<file path="src/rtl/adc_spi_timing_gen.sv">
// adc_spi_timing_gen
// Generates a free-running SCLK and a CS-low frame window for a serial ADC
// and its negedge-SCLK receiver. Frames start from a single-shot request or
// from an internal sample-rate timer. The block also emits clk-domain status
// strobes. CS moves only on SCLK rising ticks, so it is stable around every
// falling edge that the receiver uses.
module adc_spi_timing_gen #(
  parameter int DIV_HALF    = 2,     // clk cycles per SCLK half-period, >= 1
  parameter int CS_EDGES    = 17,    // falling SCLK edges inside a frame
  parameter int QUIET_EDGES = 4,     // falling SCLK edges of enforced CS-high, >= 1
  parameter int SAMPLE_DIV  = 2500   // clk cycles between rate-timer requests
) (
  input  logic clk,
  input  logic reset,       // asynchronous, active-low
  input  logic en,
  input  logic start,
  output logic SCLK,
  output logic CS,
  output logic sclk_fall,
  output logic busy,
  output logic frame_done,
  output logic overrun
);

  localparam int DW = (DIV_HALF > 1)   ? $clog2(DIV_HALF)   : 1;
  localparam int EW = $clog2(CS_EDGES + 1);
  localparam int QW = (QUIET_EDGES > 1) ? $clog2(QUIET_EDGES) : 1;
  localparam int RW = (SAMPLE_DIV > 1) ? $clog2(SAMPLE_DIV) : 1;

  localparam logic [DW-1:0] DIV_LAST   = DW'(DIV_HALF - 1);
  localparam logic [EW-1:0] EDGE_LAST  = EW'(CS_EDGES);
  localparam logic [QW-1:0] QUIET_LAST = QW'(QUIET_EDGES - 1);
  localparam logic [RW-1:0] RATE_LAST  = RW'(SAMPLE_DIV - 1);

  localparam logic [1:0] S_IDLE  = 2'd0;
  localparam logic [1:0] S_FRAME = 2'd1;
  localparam logic [1:0] S_QUIET = 2'd2;

  logic [DW-1:0] r_div_cnt;
  logic          r_sclk;
  logic          r_sclk_fall;
  logic [RW-1:0] r_rate_cnt;
  logic          r_req;
  logic          r_overrun;
  logic [1:0]    r_state;
  logic          r_cs;
  logic [EW-1:0] r_edge_cnt;
  // q_cnt only has to count up to QUIET_EDGES-1. Leaving QUIET happens on the
  // same fall tick that would push it to QUIET_EDGES.
  logic [QW-1:0] r_q_cnt;
  logic          r_frame_done;

  logic w_tick;
  logic w_rise;
  logic w_fall;
  logic w_wrap;
  logic w_new_req;
  logic w_launch;
  logic w_frame_end;
  logic w_quiet_end;

  assign w_tick      = (r_div_cnt == DIV_LAST);
  assign w_rise      = w_tick & ~r_sclk;
  assign w_fall      = w_tick &  r_sclk;
  assign w_wrap      = en & (r_rate_cnt == RATE_LAST);
  assign w_new_req   = start | w_wrap;
  assign w_launch    = (r_state == S_IDLE)  & w_rise & r_req;
  assign w_frame_end = (r_state == S_FRAME) & w_rise & (r_edge_cnt == EDGE_LAST);
  // Returning to IDLE on the last quiet fall tick makes the next rise tick a
  // legal launch point. This gives exactly QUIET_EDGES*2*DIV_HALF of CS-high.
  assign w_quiet_end = (r_state == S_QUIET) & w_fall & (r_q_cnt == QUIET_LAST);

  // SCLK divider: free-running in every state, idles high in reset.
  // NOTE: the reset is asynchronous, so it appears in the sensitivity list.
  // State registers use non-blocking assignments, so every block samples
  // pre-edge values.
  always_ff @(posedge clk or negedge reset) begin
    if (!reset) begin
      r_div_cnt <= '0;
      r_sclk    <= 1'b1;
    end else if (w_tick) begin
      r_div_cnt <= '0;
      r_sclk    <= ~r_sclk;
    end else begin
      r_div_cnt <= r_div_cnt + 1'b1;
    end
  end

  // Registered strobe marking the cycle in which SCLK has just fallen.
  always_ff @(posedge clk or negedge reset) begin
    if (!reset) r_sclk_fall <= 1'b0;
    else        r_sclk_fall <= w_fall;
  end

  // Sample-rate timer: held at zero while disabled, wraps every SAMPLE_DIV clks.
  always_ff @(posedge clk or negedge reset) begin
    if (!reset)      r_rate_cnt <= '0;
    else if (!en)    r_rate_cnt <= '0;
    else if (w_wrap) r_rate_cnt <= '0;
    else             r_rate_cnt <= r_rate_cnt + 1'b1;
  end

  // Single-entry request latch. A launch consumes the pending request. A new
  // request that finds the latch already full is dropped and flagged.
  always_ff @(posedge clk or negedge reset) begin
    if (!reset) begin
      r_req     <= 1'b0;
      r_overrun <= 1'b0;
    end else begin
      r_req     <= (r_req & ~w_launch) | w_new_req;
      r_overrun <= w_new_req & r_req & ~w_launch;
    end
  end

  // Frame FSM: owns CS and the frame/quiet edge counters.
  always_ff @(posedge clk or negedge reset) begin
    if (!reset) begin
      r_state      <= S_IDLE;
      r_cs         <= 1'b1;
      r_edge_cnt   <= '0;
      r_q_cnt      <= '0;
      r_frame_done <= 1'b0;
    end else begin
      r_frame_done <= 1'b0;
      case (r_state)
        S_IDLE: begin
          r_cs <= 1'b1;
          if (w_launch) begin
            r_cs       <= 1'b0;
            r_edge_cnt <= '0;
            r_state    <= S_FRAME;
          end
        end
        S_FRAME: begin
          if (w_frame_end) begin
            r_cs         <= 1'b1;
            r_frame_done <= 1'b1;
            r_q_cnt      <= '0;
            r_state      <= S_QUIET;
          end else if (w_fall) begin
            r_edge_cnt <= r_edge_cnt + 1'b1;
          end
        end
        S_QUIET: begin
          if (w_quiet_end) begin
            r_state <= S_IDLE;
          end else if (w_fall) begin
            r_q_cnt <= r_q_cnt + 1'b1;
          end
        end
        default: begin
          r_state <= S_IDLE;
          r_cs    <= 1'b1;
        end
      endcase
    end
  end

  assign SCLK       = r_sclk;
  assign CS         = r_cs;
  assign sclk_fall  = r_sclk_fall;
  assign busy       = (r_state != S_IDLE);
  assign frame_done = r_frame_done;
  assign overrun    = r_overrun;

endmodule

</file>
<file path="config.mk">
export PLATFORM = sky130hd
export DESIGN_NAME = adc_spi_timing_gen
export DESIGN_NICKNAME = d
export VERILOG_FILES = /design/src/rtl/adc_spi_timing_gen.sv
export SDC_FILE = /design/constraint.sdc
export NUM_CORES = 1
export LEC_CHECK = 0
export ABC_AREA = 1
export CAP_MARGIN = 10
export CORE_ASPECT_RATIO = 0.6
export CORE_UTILIZATION = 60
export CTS_BUF_LIST = sky130_fd_sc_hd__clkbuf_2
export CTS_CLUSTER_SIZE = 8
export DETAILED_ROUTE_END_ITERATION = 7
export GPL_ROUTABILITY_DRIVEN = 0
export GPL_TIMING_DRIVEN = 0
export PLACE_DENSITY = 0.81
export SYNTH_ARGS = -nofsm -noshare
export SYNTH_HDL_FRONTEND = slang
export SYNTH_SLANG_ARGS = --single-unit
</file>
<file path="constraint.sdc">
create_clock -name clk -period 1.6 [get_ports clk]
set_input_delay 0.24 -clock clk [delete_from_list [all_inputs] [get_ports clk]]
set_output_delay 0.24 -clock clk [all_outputs]
set_load 0.005 [all_outputs]
</file>
==> metrics.md, run 1 <==
| Metric | Value |
|---|---|
| Post-synth top area cell | `dfrtp_1` |
| Syn nets | `190` |
| Slew headroom | `0.507` |
| Die height | `40.4 um` |
| CP Data Required Time | `1.36 ns` |
| Starting Density | `0.656` |
| Worst path buffer plus inverter count | `1` |
| Longest Clk Path Bufs | `2` |
| Clock power share | `0.354` |
| Final hold viol count | `0` |
| Internal | `955 uW` |
| Syn Inst Count | `182` |
| Die area | `0.00266 mm2` |
| DRT iter0 DRCs | `78` |
| Crit-path leading delay family | `buffers and inverters` |
| Drt pass-1 iters | `5` |
| Syn Std Cell Area | `0.00147 mm2` |
| Critical path arrival | `1.25 ns` |
| CP Launch Type | `flip-flop` |
| Post-synthesis sequential area ratio | `0.478` |
| CP max stage cell | `clkdlybuf4s50_1` |
| Detailed-route DRC error count | `0` |
| HPWL Detailed | `2230 um` |
| Worst Tran Pin Value | `0.737 ns` |
| Worst-skew pair later-pin latency | `0.38 ns` |
| Clock sinks | `28` |
| Synth cell types | `27` |
| GRT Max-Usage Layer | `met2` |
| Unrepaired setup endpoints after global routing | `false` |
| Max incr delay on CP | `0.49 ns` |
| First-pass GRT wire length | `4930 um` |
| Endpoint type of the worst setup path | `output pin` |
| DR vias | `1198` |
| Final slew viol count | `0` |
| Top-area cell type share of the netlist area | `0.442` |
| Total GRT Usage | `0.263` |
| Synthesized area per cell | `8.08 um2` |
| Final setup violation count | `0` |
| IO Pins | `10` |
| CP cell instances | `clkdlybuf4s50_1` |
| WS Path Type | `reg -> out` |
| Routing usage on met1 | `0.355` |
| Synth top area cells | `dfrtp_1 44%, nand2_1 11%, nor2_1 7.1%, nand3_1 4.8%, inv_1 4.6%` |
| Final ANT Viol Nets | `0` |
| Final Net Count | `208` |
| Clk_skew | `0.0128 ns` |
| Post-route insts no fill | `229` |
| N_diodes | `0` |
| P per Cell Area | `715 mW/mm2` |
| Status | `finished clean` |
| GRT overflow | `0` |
| Max Freq | `672 MHz` |
| Total wire length | `2930 um` |
| Vias in the first global route | `1069` |
| Per-cell routed wire length | `12.8 um` |
| Reg clk slew, reported paths | `0.26 ns` |
| Crit path max fanout | `1` |
| Met2 GRT Util | `0.439` |
| Clock tree from TritonCTS | `built` |
| Synth warn | `0` |
| Pwr Total | `1.21 mW` |
| Drt via density | `5.23` |
| Sequential share of power | `0.602` |
| Port bufs | `9` |
| Max-cap violations | `0` |
| TritonCTS buffer count | `3` |
| Final min period | `1.49 ns` |
| Htree depth | `1` |
| Synthesis-to-finish area growth | `14.6%` |
| Fill count | `158` |
| Placed Cells | `221` |
| Std-Cell Rows | `13` |
| Layout cells sized above 1 | `0.176` |
| CTS Hold Buffers Added | `0` |
| GR Layer Usage met3 | `0.0682` |
| Switching power | `250 uW` |
| Core box area | `0.00224 mm2` |
| Leak | `0.858 nW` |
| Initial antenna violation count | `0` |
| Hold Crit Class | `in -> async` |
| Final Cycle Share | `0.930` |
| Flops & latches, synth | `28` |
| Die Wd | `65.9 um` |
| Comb power frac | `0.044` |
| Largest net degree at the start of global routing | `29` |
| Net switching fraction of the power | `0.208` |
| Worst hold slack | `0.246 ns` |
| Maximum VDD drop | `867 uV` |
| Clock root buffer | `clkbuf_2` |
cells by family (layout without fill, tap and decap cells):
logic type / count (synthesis) / in the layout / synth area share
and+or+nand+nor: 105 / 105 / 0.328
DFF: 28 / 28 / 0.478
buffers and inverters: 28 / 45 / 0.0714
AOI/OAI and AO/OA: 11 / 11 / 0.0527
xor gates and xnor gates: 6 / 6 / 0.0357
adders and majority gates: 4 / 4 / 0.0340
sequential cells by signal, indices dropped and copies added (netlist names):
register,cells
CS,1
r_div_cnt,1
r_req,1
frame_done,1
overrun,1
r_edge_cnt,5
sclk_fall,1
r_q_cnt,2
r_rate_cnt,12
SCLK,1
r_state,2
cells in the mapped netlist, drive strengths merged:
master,number
dfstp,2
inv,27
or2,2
nor3,5
dfrtp,26
nand3b,1
ha,4
xnor2,3
xor2,3
clkinv,1
nand2,51
o21bai,3
o21ai,3
nand3,15
a21oi,5
nor2,31
repair_timing:
action                     in CTS  in global routing
gates cloned                    0                  0
gates resized for setup         4                  2
buffers inserted                2                  1
pin swaps                       0                  1
setup endpoints to repair       3                  6
metrics by stage:
stage	instance area, um2	setup WS, ns	utilization	setup TNS (ns)
floorplan	1470	0.355	-	0
global placement	1600	-0.0951	0.712	-2.45
detailed placement	1600	-0.128	0.712	-3.46
CTS	1660	0.0606	0.740	0
global route	1690	0.00959	0.751	0
finish	1690	0.112	0.751	0
power by group through the flow:
stage / combinational [mW] / sequential [mW] / clock, mW
after floorplan: 0.0182 / 0.735 / 0
final: 0.0534 / 0.725 / 0.427
after global routing: 0.0613 / 0.727 / 0.463
after global placement: 0.0462 / 0.736 / 0
after detailed placement: 0.0471 / 0.737 / 0
after CTS: 0.0473 / 0.725 / 0.433
layer usage:
layer	wire (um)	vias to the layer above
li1	-	590
met1	1420	570
met2	1330	33
met3	163	5
met4	18	0
met5	0	-
worst paths after layout:
| kind | from | to | slack (ns) | cells after the start |
|---|---|---|---|---|
| setup / recovery | frame_done | frame_done | 0.11 | 1 |
| hold / removal | reset | r_rate_cnt[10] | 0.25 | 1 |
| setup reg to reg | r_edge_cnt[1] | r_edge_cnt[0] | 0.15 | 10 |
| hold reg to reg | r_rate_cnt[0] | r_rate_cnt[0] | 0.52 | 1 |
| max in group asynchronous | reset | r_div_cnt | 0.81 | 2 |
| min in group clk | start | overrun | 0.47 | 5 |
layout by cell type, fill, tap and decap left out, drive strengths merged:
master / n
clkbuf: 3
clkdlybuf4s50: 6
xor2: 3
ha: 4
nand3b: 1
dfstp: 2
inv: 27
nand3: 15
nor3: 5
clkdlybuf4s15: 1
o21bai: 3
or2: 2
buf: 4
dfrtp: 26
clkinv: 1
a21oi: 5
nand2: 51
xnor2: 3
dlygate4sd2: 2
bufinv: 1
nor2: 31
o21ai: 3
final cells by class:
type | instances | area [um2] | area share
clock buffer | 3 | 15.0 | 0.00890
clock inverter | 1 | 30.0 | 0.0178
inverter | 28 | 105 | 0.0623
multi-input combinational | 126 | 671 | 0.398
sequential | 28 | 703 | 0.417
tap | 30 | 37.5 | 0.0223
timing repair buffer | 13 | 125 | 0.0742
Note: power is estimated with default switching activity, not from simulation.
==> run 2, diff against run 1 <==
HOLD_SLACK_MARGIN = 0.02   (was not set)
==> results of run 2 <==
Same layout as run 1: the final DEF is identical, and so are final timing and power.
